[src/rtl/fifo_uart_tx.sv]
// UART transmitter that pulls words from a registered-read FIFO: 2 cycles from the read request to the start bit, CLKS_PER_BIT cycles per bit.
// tx_en gates only the start of a frame; a frame in flight always runs to its stop bit.
module fifo_uart_tx #(
   parameter int WIDTH        = 8,
   parameter int CLKS_PER_BIT = 16
) (
   input  logic             clk,
   input  logic             rst,
   input  logic             tx_en,
   input  logic             fifo_empty,
   input  logic [WIDTH-1:0] fifo_data,
   output logic             fifo_rd_en,
   output logic             tx,
   output logic             busy,
   output logic [15:0]      frame_count
);

   localparam int CW = (CLKS_PER_BIT > 1) ? $clog2(CLKS_PER_BIT) : 1;
   localparam int IW = (WIDTH > 1) ? $clog2(WIDTH) : 1;
   localparam logic [CW-1:0] CNT_MAX = CW'(CLKS_PER_BIT - 1);
   localparam logic [IW-1:0] IDX_MAX = IW'(WIDTH - 1);

   typedef enum logic [2:0] {IDLE, LOAD, START, DATA, STOP} state_t;

   state_t           state;
   logic [WIDTH-1:0] shreg;
   logic [WIDTH-1:0] shreg_nxt;
   logic [CW-1:0]    clk_cnt;
   logic [IW-1:0]    bit_idx;
   logic             bit_done;

   assign fifo_rd_en = (state == IDLE) && tx_en && !fifo_empty && !rst;
   assign bit_done   = (clk_cnt == CNT_MAX);
   assign shreg_nxt  = shreg >> 1;

   // tx is loaded one edge ahead with the level of the segment being entered.
   always_ff @(posedge clk) begin
      if (rst) begin
         state       <= IDLE;
         tx          <= 1'b1;
         busy        <= 1'b0;
         frame_count <= 16'd0;
         shreg       <= '0;
         clk_cnt     <= '0;
         bit_idx     <= '0;
      end else begin
         case (state)
            IDLE: begin
               if (fifo_rd_en) begin
                  state <= LOAD;
                  busy  <= 1'b1;
               end
            end
            LOAD: begin
               shreg   <= fifo_data;
               clk_cnt <= '0;
               tx      <= 1'b0;
               state   <= START;
            end
            START: begin
               if (bit_done) begin
                  clk_cnt <= '0;
                  bit_idx <= '0;
                  tx      <= shreg[0];
                  state   <= DATA;
               end else begin
                  clk_cnt <= clk_cnt + CW'(1);
               end
            end
            DATA: begin
               if (bit_done) begin
                  clk_cnt <= '0;
                  if (bit_idx == IDX_MAX) begin
                     tx    <= 1'b1;
                     state <= STOP;
                  end else begin
                     bit_idx <= bit_idx + IW'(1);
                     shreg   <= shreg_nxt;
                     tx      <= shreg_nxt[0];
                  end
               end else begin
                  clk_cnt <= clk_cnt + CW'(1);
               end
            end
            STOP: begin
               if (bit_done) begin
                  clk_cnt     <= '0;
                  busy        <= 1'b0;
                  frame_count <= frame_count + 16'd1;
                  state       <= IDLE;
               end else begin
                  clk_cnt <= clk_cnt + CW'(1);
               end
            end
            default: state <= IDLE;
         endcase
      end
   end

endmodule

[config.mk]
export PLATFORM = sky130hd
export DESIGN_NAME = fifo_uart_tx
export DESIGN_NICKNAME = d
export VERILOG_FILES = /design/src/rtl/fifo_uart_tx.sv
export SDC_FILE = /design/constraint.sdc
export NUM_CORES = 1
export LEC_CHECK = 0
export CELL_PAD_IN_SITES_DETAIL_PLACEMENT = 1
export CELL_PAD_IN_SITES_GLOBAL_PLACEMENT = 2
export CORE_MARGIN = 2
export CORE_UTILIZATION = 31
export CTS_CLUSTER_DIAMETER = 120
export DETAILED_ROUTE_END_ITERATION = 7
export PLACE_DENSITY_LB_ADDON = 0.3
export SLEW_MARGIN = 0
export SYNTH_ARGS = -nofsm -noshare
export SYNTH_HDL_FRONTEND = slang
export SYNTH_SLANG_ARGS = --single-unit
[constraint.sdc]
create_clock -name clk -period 2.3 [get_ports clk]
set_input_delay 0.23 -clock clk [delete_from_list [all_inputs] [get_ports clk]]
set_output_delay 0.23 -clock clk [all_outputs]
set_load 0.01 [all_outputs]
==> flow_summary_export.csv <==
group,metric,value,unit
floorplan,die-area,6510,um2
timing,finalSetupTns,0,ps
cts,cts_resized,0,
critical_path,worst-path-stages,4,
floorplan,num_rows,27,
cts,clock_latency,290,ps
critical_path,r2r_end,"shreg[3]$_SDFFE_PP0P_",
yosys,synth_cell_type_count,44,
global_route,overflow,0,
critical_path,worstSetupPathType,"flip-flop to output pin",
route,wl,4680,um
final_layout,diodes,0,
global_route,grt_pass1_wl,7800,um
timing,slew_viol_final,0,
run,drv_cap,0,
final_layout,drive_gt1_frac,0.112,
final_layout,stdcell_area,2320,um2
timing,fin_hold_ws,470,ps
global_route,grt_usage,0.156,
cts,clock_path_buffers,2,
pwr,p_sw,0.000277,W
yosys,synth-async-reset-ratio,0,
critical_path,rrSetupSlack,380,ps
critical_path,crit_buf_inv,2,
critical_path,crit_slowest_cell,"clkdlybuf4s50_1",
yosys,syn-num-nets,228,
timing,clock-skew-final,5.64,ps
route,vias,1681,
timing,fmax,472,MHz
yosys,ys_seq_elements,36,
place,portBuffers,30,
timing,slew_headroom,0.627,
place,dp_hpwl,3400,um
critical_path,crit_path_start,"state[0]$_SDFFE_PP0P_",
pwr,ir_drop,0.251,mV
pwr,pwr-share-seq,0.537,
timing,finalHoldViolCount,0,
pwr,power.density,517,nW/um2
critical_path,rr_startpoint,"bit_idx[0]$_SDFFE_PP0P_",
cts,cts_tree,"done",
cts,post_cts_buffers,0,
critical_path,reg2reg_depth,7,
yosys,synth_edf_count,0,
critical_path,end_kind,"output pin",
route,drc,0,
floorplan,die_x,80.7,um
floorplan,initial_core_util,0.325,
final_layout,nNetsFinal,264,
run_status,outcome,"completed",
pwr,power.leakage,0.854,nW
yosys,synth_flop_cell,"dfxtp_1",
critical_path,path_max_fanout,14,
global_route,antenna_found_initial,0,
final_layout,fin_util,0.414,
route,drtIter0Drc,86,
final_layout,regArea,721,um2
route,post_drt_wl_per_cell,14.6,um
timing,rsz0062_at_grt,"false",
final_layout,multi_input_area,1020,um2
global_route,grt_pass1_vias,1574,
critical_path,cpPeakStageDelay,530,ps
place,placed_cell_area,2230,um2
critical_path,crit_chain,"nor2_1 -> nand2_1 -> inv_1 -> clkdlybuf4s50_1",
final_layout,area_delta_synth_final,27.4,%
pwr,combinationalPowerShare,0.069,
yosys,syn_inst,212,
critical_path,cp_data_required_time,2070,ps
worst_hold_path,hold_path_class,"flip-flop to flip-flop",
timing,setup_viol,0,
yosys,synthesis.area,1820,um2
route,ant_nets,0,
timing,finalCritPeriodShare,0.921,
yosys,synth_area_per_cell,8.60,um2
cts,clk_pin_slew,70,ps
yosys,synth_warnings,0,
place,gp_congestion,0.805,
final_layout,fill_cells,694,
timing,period_needed,2120,ps
floorplan,io_pins,31,
floorplan,core_region_area,5610,um2
floorplan,die-height,80.7,um
critical_path,critPathLaunchType,"flip-flop",
cts,cts.htree.levels,2,
cts,postCtsHoldBufs,0,
cts,root_buffer,"clkbuf_8",
critical_path,cp.arrival,1890,ps
yosys,seq_area_frac_synth,0.395,
cts,cts_sinks,36,
pwr,clkPwrFrac,0.393,
pwr,p_int,0.000923,W
route,viasPerCell,5.24,
pwr,swShare,0.231,
critical_path,worstSetupEndpoint,"fifo_rd_en",
critical_path,crit_family,"buffers and inverters",
cts,numCtsBuffers,5,
route,dr.pass1.iters,6,
timing,tightest_slew,558,ps
global_route,grt_max_degree,37,
==> registers in the layout, indices dropped and copies added, names as in the netlist <==
signal	cells
clk_cnt	4
state	3
bit_idx	3
busy	1
frame_count	16
shreg	8
tx	1
==> tightest hold or removal path, cell delays in order, from the launching register on <==
cell,delay (ps)
dfxtp_1,320
nand2_1,50
a21oi_1,50
==> Yosys cell counts, types with 3 or more instances <==
library cell,n,share of area
a211oi_1,3,0.012
xor2_1,6,0.029
ha_1,4,0.027
nor2_1,18,0.037
a21oi_1,17,0.047
nand2_1,23,0.047
a311oi_1,6,0.029
nand3b_1,3,0.012
buf_2,3,0.0082
o21ai_0,10,0.027
and3_1,4,0.014
nand4_1,9,0.031
dfxtp_1,36,0.40
nor2b_1,3,0.010
clkbuf_1,7,0.014
nand3_1,12,0.033
or3_1,7,0.024
==> per-stage QoR <==
step / worst slack [ps] / instances / total power (W)
5_1_grt: 24.3 / 321 / 0.00126
3_5_place_dp: 364 / 313 / 0.000744
3_3_place_gp: 383 / 313 / 0.000743
2_1_floorplan: 647 / 212 / 0.000700
4_1_cts: 152 / 321 / 0.00122
6_report: 181 / 321 / 0.00120
==> how the worst min path moves through the flow <==
stage | start | slack, ps | depth (start not counted) | endpoint
2_1_floorplan | fifo_data[1] | 390 | 2 | shreg[1]$_SDFFE_PP0P_
3_3_place_gp | bit_idx[1]$_SDFFE_PP0P_ | 450 | 2 | bit_idx[1]$_SDFFE_PP0P_
3_5_place_dp | bit_idx[1]$_SDFFE_PP0P_ | 460 | 2 | bit_idx[1]$_SDFFE_PP0P_
4_1_cts | bit_idx[1]$_SDFFE_PP0P_ | 470 | 2 | bit_idx[1]$_SDFFE_PP0P_
5_1_grt | bit_idx[1]$_SDFFE_PP0P_ | 480 | 2 | bit_idx[1]$_SDFFE_PP0P_
6_report | bit_idx[1]$_SDFFE_PP0P_ | 470 | 2 | bit_idx[1]$_SDFFE_PP0P_
==> per-layer routing <==
layer | wire length [um] | up-vias | GRT usage
met1 | 2310 | 798 | 0.210
met5 | 0 | - | 0
met3 | 135 | 6 | 0.0371
li1 | - | 854 | -
met2 | 2180 | 23 | 0.242
met4 | 48 | 0 | 0.0559
==> placed cells by master, fill, tap and decap left out, types with 6 or more instances in the layout <==
master           count
or3_1                7
nand3_1             12
clkdlybuf4s50_1     30
a311oi_1             6
o21ai_0             10
nand2_1             23
nand4_1              9
buf_4               13
nor2_1              18
dfxtp_1             36
a21oi_1             17
clkbuf_8             6
xor2_1               6
==> cell families after synthesis <==
group / Yosys count / share of synthesized area
xor+xnor: 8 / 0.0384
simple gates: 98 / 0.307
fa+ha+maj: 4 / 0.0275
buf+inv: 16 / 0.0474
compound gates: 47 / 0.167
flops: 36 / 0.395
mux: 3 / 0.0178
==> area by class of cell <==
class                      count  share of cell area
timing repair buffer          43               0.171
sequential                    36               0.310
multi-input combinational    160               0.437
tap                           72              0.0388
clock buffer                   8              0.0388
inverter                       2             0.00323
==> power by group through the flow <==
stage	Sequential [W]	Combinational [W]	Clock, W
2_1_floorplan	0.000655	0.0000442	0
3_3_place_gp	0.000659	0.0000837	0
3_5_place_dp	0.000659	0.0000850	0
4_1_cts	0.000645	0.0000848	0.000490
5_1_grt	0.000646	0.0000917	0.000525
6_report	0.000645	0.0000832	0.000472
No activity file was read; power rests on OpenSTA's default activity.
